[config.mk]
export PLATFORM = sky130hd
export DESIGN_NAME = wbm_rr_arbiter
export DESIGN_NICKNAME = d
export VERILOG_FILES = /design/src/rtl/wbm_rr_arbiter.sv
export SDC_FILE = /design/constraint.sdc
export NUM_CORES = 1
export LEC_CHECK = 0
export ABC_AREA = 0
export CAP_MARGIN = 20
export CORE_AREA = 2 2 93 95
export DETAILED_ROUTE_END_ITERATION = 7
export DIE_AREA = 0 0 95 97
export PLACE_DENSITY = 0.69
export SKIP_LAST_GASP = 1
export SYNTH_ARGS = -nofsm -noshare
export SYNTH_HDL_FRONTEND = slang
export SYNTH_SLANG_ARGS = --single-unit
export TNS_END_PERCENT = 100
[constraint.sdc]
create_clock -name clk_i -period 1.05 [get_ports clk_i]
set_input_delay 0.21 -clock clk_i [delete_from_list [all_inputs] [get_ports clk_i]]
set_output_delay 0.21 -clock clk_i [all_outputs]
set_load 0.05 [all_outputs]
[src/rtl/wbm_rr_arbiter.sv]
// Round-robin arbiter sharing one WISHBONE host port among NUM_MASTERS masters, granting whole cyc cycles.
// Define WBM_RR_ARBITER_TIMEOUT_EN to add a stall watchdog that errors the owner after TIMEOUT_CYCLES.
module wbm_rr_arbiter #(
  parameter int NUM_MASTERS    = 2,
  parameter int ADDRESS_WIDTH  = 16,
  parameter int DATA_WIDTH     = 32,
  parameter int TIMEOUT_CYCLES = 255
) (
  input  logic                                 clk_i,
  input  logic                                 rst_i,
  input  logic [NUM_MASTERS-1:0]               m_cyc_i,
  input  logic [NUM_MASTERS-1:0]               m_stb_i,
  input  logic [NUM_MASTERS-1:0]               m_we_i,
  input  logic [NUM_MASTERS*ADDRESS_WIDTH-1:0] m_adr_i,
  input  logic [NUM_MASTERS*DATA_WIDTH-1:0]    m_dat_i,
  input  logic [NUM_MASTERS*DATA_WIDTH/8-1:0]  m_sel_i,
  output logic [NUM_MASTERS-1:0]               m_ack_o,
  output logic [NUM_MASTERS-1:0]               m_err_o,
  output logic [NUM_MASTERS-1:0]               m_rty_o,
  output logic [DATA_WIDTH-1:0]                m_dat_o,
  output logic                                 wb_cyc_o,
  output logic                                 wb_stb_o,
  output logic                                 wb_we_o,
  output logic [ADDRESS_WIDTH-1:0]             wb_adr_o,
  output logic [DATA_WIDTH-1:0]                wb_dat_o,
  output logic [DATA_WIDTH/8-1:0]              wb_sel_o,
  input  logic [DATA_WIDTH-1:0]                wb_dat_i,
  input  logic                                 wb_ack_i,
  input  logic                                 wb_err_i,
  input  logic                                 wb_rty_i,
  output logic [NUM_MASTERS-1:0]               grant_o
);
  localparam int SW = DATA_WIDTH / 8;
  localparam int IW = (NUM_MASTERS > 1) ? $clog2(NUM_MASTERS) : 1;

  typedef enum logic {IDLE, OWNED} state_t;

  state_t                   state, state_nxt;
  logic [IW-1:0]            owner, owner_nxt;
  logic [IW-1:0]            last_winner, last_winner_nxt;
  logic [IW-1:0]            pick;
  logic                     pick_vld;
  logic                     owned;
  logic                     timeout;
  logic                     own_cyc, own_stb, own_we;
  logic [ADDRESS_WIDTH-1:0] own_adr;
  logic [DATA_WIDTH-1:0]    own_dat;
  logic [SW-1:0]            own_sel;

  assign owned = (state == OWNED);

  // Rotating priority: scan upward from the slot after the last winner, wrapping.
  always_comb begin : rr_pick
    logic [IW-1:0] idx;
    pick_vld = 1'b0;
    pick     = last_winner;
    idx      = '0;
    for (int i = 1; i <= NUM_MASTERS; i++) begin
      idx = IW'((int'(last_winner) + i) % NUM_MASTERS);
      if (!pick_vld && m_cyc_i[idx]) begin
        pick_vld = 1'b1;
        pick     = idx;
      end
    end
  end

  always_comb begin
    own_cyc = 1'b0;
    own_stb = 1'b0;
    own_we  = 1'b0;
    own_adr = '0;
    own_dat = '0;
    own_sel = '0;
    grant_o = '0;
    for (int k = 0; k < NUM_MASTERS; k++) begin
      if (owner == IW'(k)) begin
        own_cyc    = m_cyc_i[k];
        own_stb    = m_stb_i[k];
        own_we     = m_we_i[k];
        own_adr    = m_adr_i[k*ADDRESS_WIDTH +: ADDRESS_WIDTH];
        own_dat    = m_dat_i[k*DATA_WIDTH +: DATA_WIDTH];
        own_sel    = m_sel_i[k*SW +: SW];
        grant_o[k] = owned;
      end
    end
  end

  always_comb begin
    state_nxt       = state;
    owner_nxt       = owner;
    last_winner_nxt = last_winner;
    case (state)
      IDLE: begin
        if (pick_vld) begin
          state_nxt       = OWNED;
          owner_nxt       = pick;
          last_winner_nxt = pick;
        end
      end
      OWNED: begin
        // Release only when the owner ends its cycle; newcomers wait for the idle cycle.
        if (!own_cyc) state_nxt = IDLE;
      end
      default: state_nxt = IDLE;
    endcase
  end

  always_ff @(posedge clk_i) begin
    if (rst_i) begin
      state       <= IDLE;
      owner       <= '0;
      last_winner <= IW'(NUM_MASTERS - 1);
    end else begin
      state       <= state_nxt;
      owner       <= owner_nxt;
      last_winner <= last_winner_nxt;
    end
  end

`ifdef WBM_RR_ARBITER_TIMEOUT_EN
  localparam int TW = 16;
  logic [TW-1:0] to_cnt;

  assign timeout = owned && own_stb && (to_cnt == TW'(TIMEOUT_CYCLES - 1));

  always_ff @(posedge clk_i) begin
    if (rst_i || !owned || wb_ack_i || wb_err_i || wb_rty_i || timeout) begin
      to_cnt <= '0;
    end else if (own_stb) begin
      to_cnt <= to_cnt + TW'(1);
    end
  end
`else
  assign timeout = 1'b0;
`endif

  assign wb_cyc_o = owned & own_cyc;
  assign wb_stb_o = owned & own_stb & ~timeout;
  assign wb_we_o  = owned & own_we;
  assign wb_adr_o = owned ? own_adr : '0;
  assign wb_dat_o = owned ? own_dat : '0;
  assign wb_sel_o = owned ? own_sel : '0;

  // grant_o is zero while idle, so terminations in IDLE are dropped here.
  assign m_ack_o = grant_o & {NUM_MASTERS{wb_ack_i}};
  assign m_err_o = grant_o & {NUM_MASTERS{wb_err_i | timeout}};
  assign m_rty_o = grant_o & {NUM_MASTERS{wb_rty_i}};
  assign m_dat_o = wb_dat_i;

endmodule

* After elaboration in Yosys (flattened, before gate mapping)
Cells that the tools add are included.
Cells by class: add/subtract/negate cells 2, $lt $le $gt $ge 2, mux-type cells 22, bitwise operators 7, reduce and logical (&&, ||, !) cells 3
Operators with widths (count):
- $mux W32 | 2
- $mux W16 | 2
- $mux W1 | 15
- $mux W4 | 2
- $and A2 B2 Y2 | 3
- $lt A1 B2 Y1 const B | 2
- $and A1 B1 Y1 | 3
- $add A1 B1 Y1 const B | 2
- $pmux W1 S2 | 1
- $reduce_and A2 Y1 | 1
- $logic_and A1 B1 Y1 | 1
- $logic_not A1 Y1 | 1
- $not A1 Y1 | 1
Word-level totals: bits in registers 3, bits of input ports 147, output and inout port bits 95

* Depth between registers and ports, before layout
Gate-level depths: netlist of run 1.
word-level depth 9, depth in mapped cells 4

* Worst setup path before layout of run 1
No wires, ideal clock.
path kind register to output, start point reg state, in the netlist owned, end point out wb_adr_o[13], arrival 1402 ps, required time 840 ps, path slack -562 ps, cell stages (with the launch flop) 5, cells stage by stage dfxtp_1 -> inv_2 -> buf_6 -> buf_6 -> nor2_1
On the way: longest elaborated chain between the ends 1
RTL lines:
- from (decl) | RTL line 38 | state_t state, state_nxt;
- from (signal assigned) | RTL line 114 | state <= state_nxt;
- $mux W16 | RTL line 140 | assign wb_adr_o = owned ? own_adr : '0;
- to (decl) | RTL line 24 | output logic [ADDRESS_WIDTH-1:0] wb_adr_o,
No other way between the ends.

* Final worst setup path of run 1
start point reg owner, end point out wb_dat_o[20]
On the way: longest elaborated chain between the ends 2
RTL lines:
- from (decl) | RTL line 39 | logic [IW-1:0] owner, owner_nxt;
- from (signal assigned) | RTL line 115 | owner <= owner_nxt;
- $mux W32 | RTL line 76 | if (owner == IW'(k)) begin
- $mux W32 | RTL line 141 | assign wb_dat_o = owned ? own_dat : '0;
- to (decl) | RTL line 25 | output logic [DATA_WIDTH-1:0] wb_dat_o,
No other way between the ends.

==> run_results.csv, run 1 <==
group,metric,value,unit
critical_path,start_kind,"register",
critical_path,crit_slowest_cell,"dfxtp_4",
drt,drt-total-wl,6420,um
global_route,grt_use_met1,12.2,%
critical_path,cp-end-kind,"output port",
cts,clk_latency,0.22,ns
cts,htree_levels,1,
timing,timing.slew.headroom,82.2,%
timing,fmax,638,MHz
pwr,powerDensity,724,nW/um2
drt,drt.antenna.violating_nets,0,
synth,postSynthCellCount,175,
synth,yosys_warnings,0,
synth,synth-seq-cells,3,
cts,cts_made_buffers,3,
pwr,irDropWorstVdd,0.000369,V
global_route,grt_remaining_overflow,0,
floorplanning,initial_utilization,15.8,%
critical_path,critPathBufInv,2,
run_status,status,"finished with violations",
run,drv_cap,0,
cts,cts_tree,"built",
pwr,power.leakage,1.57,nW
final_layout,regArea,65.1,um2
drt,num_vias,1811,
timing,maxSlewViolCount,0,
synth,syn_avg_cell_area,7.36,um2
cts,clk_pin_slew,0.03,ns
drt,routedWlPerCell,14.6,um
global_route,grt_antenna_before_repair,0,
critical_path,worstPathMaxFanout,22,
synth,synth_area,1290,um2
critical_path,max_stage_delay,0.38,ns
timing,rsz0062_at_grt,"true",
global_route,grt_pass1_wl,9820,um
synth,syn-num-nets,322,
final_layout,insertedDiodeCount,0,
global_route,met3_usage,3.27,%
place,gp_congestion,0.667,
floorplanning,fp.coreArea,8130,um2
timing,fin_crit_sh,149,%
run_status,violations,"negative setup slack",
critical_path,path_class,"register to output port",
floorplanning,io_pins,242,
global_route,grt.busiest_layer,"met2",
synth,yosysUniqueCellTypes,18,
critical_path,required,0.84,ns
final_layout,drive_gt1_share,60.7,%
timing,tightestPinTransition,0.260,ns
timing,setup_ws,-0.518,ns
timing,hold-worst-slack,0.420,ns
hold_path,min_path_type,"input port to output port",
global_route,grt_max_degree,23,
final_layout,final_area,4500,um2
timing,fin_crit,1.57,ns
critical_path,worstPathArrival,1.36,ns
critical_path,crit_chain,"buf_12 -> mux2i_1 -> nor2_4 -> buf_12",
timing,finalHoldViolCount,0,
place,placed_cell_area,3990,um2
final_layout,fill_cells,653,
floorplanning,die_x,95,um
final_layout,area_growth_syn_to_layout,250,%
drt,remaining_drc_errors,0,
cts,cts.path.max_buffers,2,
critical_path,cpMostUsedCell,"buf_12",
drt,firstDrtPassIters,6,
global_route,grt.total_usage,13.2,%
global_route,global_route.usage.met2,27.2,%
floorplanning,std_cell_rows,33,
floorplanning,die_h,97,um
synth,ys_seq_area_share,4.66,%
cts,cts.sinks,3,
timing,setup_viol,65,
drt,drt_iter0_drc,21,
final_layout,fin_nets,481,
place,dp_cells,428,
floorplanning,die_area,9220,um2
global_route,grt_pass1_vias,2044,
final_layout,fin_util,55.3,%
cts,root_buffer,"clkbuf_8",
drt,via_per_inst,4.13,
place,post-place-ws,-0.349,ns
critical_path,cp_top_family,"flip-flops",
timing,finalClockSkew,0.00358,ns
place,portBuffers,177,
place,dp_hpwl,5150,um
final_layout,instances_no_fill,438,
final_layout,multi_input_area,1630,um2
-- path summary, 6_finish.rpt --
path | depth (start not counted) | slack, ns | startpoint | end
hold reg to reg | 1 | 0.51 | last_winner | last_winner
setup reg to reg | 5 | -0.18 | owner | owned
setup / recovery | 4 | -0.52 | owner | wb_dat_o[20]
hold / removal | 0 | 0.42 | wb_dat_i[21] | m_dat_o[21]
-- through the flow --
stage	power [mW]	TNS, ns
after floorplan	1.74	-12.71
after global placement	2.59	-15.44
after detailed placement	2.62	-16.45
final	3.26	-31.03
after CTS	3.18	-31.02
after global routing	3.40	-33.79
-- flip-flops by register name (all words and copies together) (netlist names) --
signal,flops
last_winner,1
owned,1
owner,1
-- cells in the mapped netlist --
master / n / area share [%]
a211o_1: 1 / 0.68
buf_2: 1 / 0.39
inv_2: 1 / 0.29
nor2_2: 3 / 1.5
a32oi_1: 1 / 0.68
nand2_1: 1 / 0.29
nor2_1: 54 / 16
mux2i_1: 55 / 43
nor3b_1: 1 / 0.58
nor2_4: 1 / 0.87
nand2b_1: 1 / 0.49
and2_1: 4 / 1.9
buf_4: 37 / 22
and3_1: 3 / 1.5
dfxtp_1: 3 / 4.7
clkbuf_1: 1 / 0.29
a211oi_1: 1 / 0.58
buf_6: 6 / 5.2
-- final cells by class --
type | count | area share (%)
multi-input cells | 126 | 36.2
flip-flops and latches | 3 | 1.45
well taps | 105 | 2.92
repair buffers | 199 | 58.3
inverters | 1 | 0.139
clock buffers | 4 | 1.00
-- cells in the final DEF, fill, tap and decap left out --
master / n
dlygate4sd2_1: 2
a211oi_2: 1
dfxtp_1: 1
nor2_1: 2
a32oi_1: 1
nand2b_1: 1
clkbuf_8: 3
and2_4: 4
nor2_4: 56
a211o_1: 1
buf_12: 60
dfxtp_2: 1
and3_4: 3
mux2i_4: 17
inv_4: 1
dfxtp_4: 1
buf_4: 11
buf_6: 8
clkdlybuf4s50_1: 112
clkbuf_1: 1
clkbuf_16: 2
nor3b_1: 1
buf_8: 4
mux2i_2: 30
nand2_1: 1
mux2i_1: 8
-- report_power, final --
part	total [mW]	internal (mW)	switching, mW
combinational	2.79	1.46	1.33
clock	0.336	0.259	0.0772
sequential	0.139	0.125	0.0138
-- cells by family after synthesis --
group,synth area share [%]
AO/OA/AOI/OAI,1.94
flip-flops,4.66
AND/OR/NAND/NOR,22.8
multiplexers,42.8
buffers and inverters,27.8
-- routing by layer --
| layer | routed length [um] | up-vias |
|---|---|---|
| met5 | 0 | - |
| met4 | 67 | 0 |
| met3 | 687 | 6 |
| met2 | 3690 | 111 |
| met1 | 1970 | 824 |
| li1 | - | 870 |
-- what timing repair did --
| action | in CTS | in global routing |
|---|---|---|
| buffers inserted | 2 | 3 |
| pin swaps | 0 | 5 |
| gates cloned | 0 | 2 |
| gates resized for setup | 57 | 21 |
| hold buffers | 0 | 0 |
| endpoints found under the setup margin | 66 | 66 |
(Power assumes the default switching activity.)
==> run 2, diff against run 1 <==
- SLEW_MARGIN: unset -> 40
==> results of run 2 <==
The final DEF is identical to that of run 1; final timing and power are the same.
==> run 3, diff against run 2 <==
- PLACE_DENSITY: 0.69 -> 0.81
- SLEW_MARGIN: 40 -> unset
==> run_results.csv, run 3 (synthesis results as in run 1) <==
group,metric,value,unit
timing,setup_ws,-0.533,ns
final_layout,area_growth_syn_to_layout,263,%
cts,cts_made_buffers,3,
critical_path,timing.rr.start,"owner",
floorplanning,die_area,9220,um2
floorplanning,die_x,95,um
final_layout,fill_cells,644,
cts,htree_levels,1,
place,placed_cell_area,3570,um2
drt,drt_iter0_drc,7,
timing,rsz0062_at_grt,"true",
floorplanning,std_cell_rows,33,
timing,setup_viol,64,
timing,maxSlewViolCount,0,
drt,num_vias,1893,
timing,timing.slew.headroom,85.8,%
drt,firstDrtPassIters,2,
pwr,power.leakage,1.56,nW
final_layout,drive_gt1_share,63.7,%
critical_path,worstPathArrival,1.37,ns
place,dp_hpwl,5140,um
run_status,violations,"negative setup slack",
cts,clk_pin_slew,0.03,ns
timing,tightestPinTransition,0.208,ns
pwr,powerDensity,726,nW/um2
floorplanning,fp.coreArea,8130,um2
drt,via_per_inst,4.29,
critical_path,path_class,"register to output port",
critical_path,cp-end-kind,"output port",
drt,drt.antenna.violating_nets,0,
place,dp_cells,427,
drt,routedWlPerCell,16.5,um
drt,drt-total-wl,7280,um
final_layout,final_area,4670,um2
global_route,grt_max_degree,27,
timing,finalHoldViolCount,0,
final_layout,regArea,65.1,um2
critical_path,rrSetupSlack,-0.21,ns
timing,fmax,632,MHz
floorplanning,initial_utilization,15.8,%
global_route,grt_antenna_before_repair,0,
timing,finalClockSkew,0.000853,ns
global_route,grt.total_usage,12.4,%
final_layout,fin_nets,484,
floorplanning,io_pins,242,
final_layout,instances_no_fill,441,
place,post-place-ws,-0.361,ns
run_status,status,"finished with violations",
critical_path,critPathLaunch,"owner",
hold_path,min_path_type,"input port to output port",
global_route,grt_pass1_vias,2000,
cts,root_buffer,"clkbuf_8",
global_route,grt_pass1_wl,9190,um
timing,fin_crit_sh,151,%
critical_path,worstPathMaxFanout,6,
final_layout,mostFrequentLayoutCells,"clkdlybuf4s50_1 (112), nor2_4 (56), mux2i_4 (53), buf_6 (42), buf_12 (27)",
place,gp_congestion,0.717,
final_layout,insertedDiodeCount,0,
cts,cts.sinks,3,
drt,remaining_drc_errors,0,
cts,clk_latency,0.22,ns
hold_path,worstHoldStart,"wb_dat_i[15]",
critical_path,start_kind,"register",
critical_path,required,0.84,ns
final_layout,multi_input_area,1980,um2
floorplanning,die_h,97,um
timing,fin_crit,1.58,ns
cts,cts_tree,"built",
timing,hold-worst-slack,0.420,ns
run,drv_cap,0,
place,portBuffers,177,
final_layout,layout.cells.most_common,"clkdlybuf4s50_1",
pwr,irDropWorstVdd,0.000289,V
cts,cts.path.max_buffers,2,
global_route,grt_remaining_overflow,0,
run 3: cell count changes in the layout (fill, tap and decap cells not counted):
cell / previous run / this run
mux2i_1: 8 / 0
mux2i_2: 30 / 2
nand2b_4: 0 / 1
inv_4: 1 / 0
buf_16: 0 / 2
mux2i_4: 17 / 53
buf_12: 60 / 27
clkbuf_16: 2 / 4
buf_6: 8 / 42
nand2b_1: 1 / 0
buf_4: 11 / 9
inv_6: 0 / 1
run 3: path summary, 6_finish.rpt:
check                  to  cells past startpoint
max          wb_dat_o[22]                      5
min           m_dat_o[15]                      0
max reg2reg         owned                      5
min reg2reg   last_winner                      1
run 3: metal layers:
metal  GRT usage (%)  up-vias  wire [um]
met1            11.2      885       2190
met3            4.44       18        702
met4            3.23        0         76
met5               0        -          0
li1                -      880          -
met2            25.0      110       4310
run 3: stage by stage:
step                setup TNS (ns)  utilization [%]  power (mW)
detailed placement          -18.55             43.9        2.36
CTS                         -32.74             46.0        2.80
finish                      -31.70             57.4        3.39
global placement            -16.72             43.9        2.32
global route                -34.22             57.4        3.52
floorplan                   -12.71                -        1.74
run 3: timing repair:
action                                  in CTS  in global routing
buffers inserted                             1                  4
hold buffers                                 0                  0
gates cloned                                 0                  6
resized for setup                           25                142
endpoints found under the setup margin      65                 66
pin swaps                                    0                 17
run 3: critical path: stages (launching register included):
cell and delay [ns]:
dfxtp_4 0.36, buf_8 0.14, buf_12 0.15, mux2i_2 0.26, nor2_4 0.04, buf_4 0.18
run 3: layout make-up:
class / instances / area share, %
sequential: 3 / 1.39
multi-input combinational: 126 / 42.5
clock buffer: 4 / 0.965
timing repair buffer: 202 / 52.2
inverter: 1 / 0.188
tap: 105 / 2.81
run 3: power breakdown:
group,total (mW),internal [mW],switching [mW]
sequential,0.137,0.125,0.0125
clock,0.349,0.260,0.0887
combinational,2.90,1.49,1.42
==> RTL change: new RTL, settings of run 1 <==
The option `WBM_RR_ARBITER_TIMEOUT_EN` is turned on by a define.
--- a/src/rtl/wbm_rr_arbiter.sv
+++ b/src/rtl/wbm_rr_arbiter.sv
@@ -1,4 +1,6 @@
 // Round-robin arbiter sharing one WISHBONE host port among NUM_MASTERS masters, granting whole cyc cycles.
 // Define WBM_RR_ARBITER_TIMEOUT_EN to add a stall watchdog that errors the owner after TIMEOUT_CYCLES.
+`define WBM_RR_ARBITER_TIMEOUT_EN
+
 module wbm_rr_arbiter #(
   parameter int NUM_MASTERS    = 2,
Formal check against the unedited RTL: no difference found for any inputs over 10 cycles, from zero or initial values and one cycle with rst_i high; that may be too few to reach the edited logic, so the function may still have changed.
==> RTL change against run 1 <==
Sequential power rose to 5.4 times the old value; via count up 55%; register-to-register slack worse by 0.62 ns; area after synthesis up 70%; non-clock buffer count up 48; sequential cell count up 16; routed wire length up 80%; count of clock-buffer cells in the layout unchanged; final area up 44%; die area unchanged; power up 41%; largest cell class unchanged; the run still ends with negative setup slack left; maximum frequency down 24%; setup slack worse by 0.49 ns.
==> RTL change: results (changes against run 1) <==
status -> finished with violations (unchanged)
violated checks -> negative setup slack (unchanged)
post-synthesis compound-gate area fraction -> 4.281% (was 1.944%)
DR WL met2 -> 6.775 mm (was 3.688 mm)
Post-DP HPWL -> 7.495 mm (was 5.148 mm)
vias in the first global route -> 3060 (was 2044)
layout cells sized above 1 -> 61.05% (was 60.66%)
Net Sw Frac -> 37.63% (was 43.47%)
Slew HR -> 77.09% (was 82.20%)
adder-cell area share of the yosys netlist -> 1.142% (was 0%)
Slowest cell on crit path -> or4_4 (was dfxtp_4)
endpoints failing setup -> 81 (was 65)
first-pass GRT wire length -> 17.20 mm (was 9.818 mm)
Max VDD drop -> 0.8015 mV (was 0.3690 mV)
Crit path max-delay family -> simple AND/OR/NAND/NOR gates (was flip-flops)
Leak -> 0.002334 uW (was 0.001568 uW)
nets -> 625 (was 481)
sequential share of the synthesized area -> 17.35% (was 4.665%)
Reg clk slew, reported paths -> 0.07 ns (was 0.03 ns)
syn_nets -> 420 (was 322)
Clk Latency, worst-skew pair -> 0.26 ns (was 0.22 ns)
RD Place Congestion -> 0.8389 (was 0.6669)
CP max stage delay -> 0.54 ns (was 0.38 ns)
number of distinct library cells after synthesis -> 36 (was 18)
DRT iter0 DRCs -> 48 (was 21)
met3 Track Usage GR -> 5.218% (was 3.271%)
setup slack after placement -> -0.7656 ns (was -0.3495 ns)
wire length on met1 -> 3.843 mm (was 1.972 mm)
CP endpoint -> m_err_o[0] (was wb_dat_o[20])
Largest Register -> to_cnt
FF-to-FF setup slack -> -0.80 ns (was -0.18 ns)
fillers -> 438 (was 653)
worst reg2reg path startpoint -> to_cnt[15] (was owner)
post-route worst setup slack -> -1.009 ns (was -0.5183 ns)
met3 routed WL -> 789 um (was 687 um)
top post-synthesis cells by area -> mux2i_1 25%, dfxtp_1 17%, nor2b_1 16%, buf_4 11%, nor2_1 3.6% (was mux2i_1 43%, buf_4 22%, nor2_1 16%, buf_6 5.2%, dfxtp_1 4.7%)
CP arrival -> 1.85 ns (was 1.36 ns)
largest net degree at the start of global routing -> 37 (was 23)
drt total wl -> 11.53 mm (was 6.415 mm)
GRT Overall Usage -> 24.43% (was 13.22%)
xor/xnor cell area share of the yosys netlist -> 3.995% (was 0%)
clock skew -> 0.005218 ns (was 0.003577 ns)
setup TNS -> -53.17 ns (was -31.03 ns)
GR Layer Usage met2 -> 49.59% (was 27.17%)
Reg2Reg Depth -> 8 (was 5)
Pre-antenna DRT Iters -> 4 (was 6)
-- RTL change: cell types whose count changed after synthesis, moves of 4 or more --
cell,change
xnor2_1,+8
nor2_1,-33
buf_2,+7
nor4_1,+4
nor2b_1,+56
clkbuf_1,+6
a21oi_1,+5
nor3_1,+6
buf_6,-5
nand2_1,+4
nand4_1,+4
buf_4,-5
dfxtp_1,+16
or3_1,+5
-- RTL change: power groups by stage --
stage               clock, uW  combinational (uW)  sequential [uW]
global placement            0                2560              766
detailed placement          0                2580              766
global route              545                3430              753
floorplan                   0                1670              752
finish                    525                3310              752
CTS                       523                3340              751
-- RTL change: final cells by class --
class | instances | area share (%)
repair buffers | 247 | 49.06
multi-input cells | 203 | 41.95
flip-flops and latches | 19 | 6.143
well taps | 105 | 2.028
clock buffers | 4 | 0.6954
inverters | 2 | 0.1159
-- RTL change: stage by stage --
step / power (uW) / cells / instance area (um2)
global route: 4726 / 580 / 6477
finish: 4590 / 580 / 6477
global placement: 3323 / 554 / 5243
floorplan: 2420 / 271 / 2759
CTS: 4610 / 579 / 6457
detailed placement: 3348 / 554 / 5243
-- RTL change: timing repair --
action | CTS | global route
setup endpoints to repair | 82 | 82
pin swaps | 6 | 8
gates cloned | 9 | 0
buffers inserted | 14 | 10
resized for setup | 151 | 34
-- RTL change: worst min-delay path by stage --
stage	start	to	slack (ns)	depth (start not counted)
finish	wb_dat_i[10]	m_dat_o[10]	0.42	0
global route	wb_dat_i[6]	m_dat_o[6]	0.42	0
CTS	wb_dat_i[23]	m_dat_o[23]	0.42	0
detailed placement	wb_dat_i[23]	m_dat_o[23]	0.42	0
global placement	wb_dat_i[23]	m_dat_o[23]	0.42	0
floorplan	rst_i	owner	0.27	1
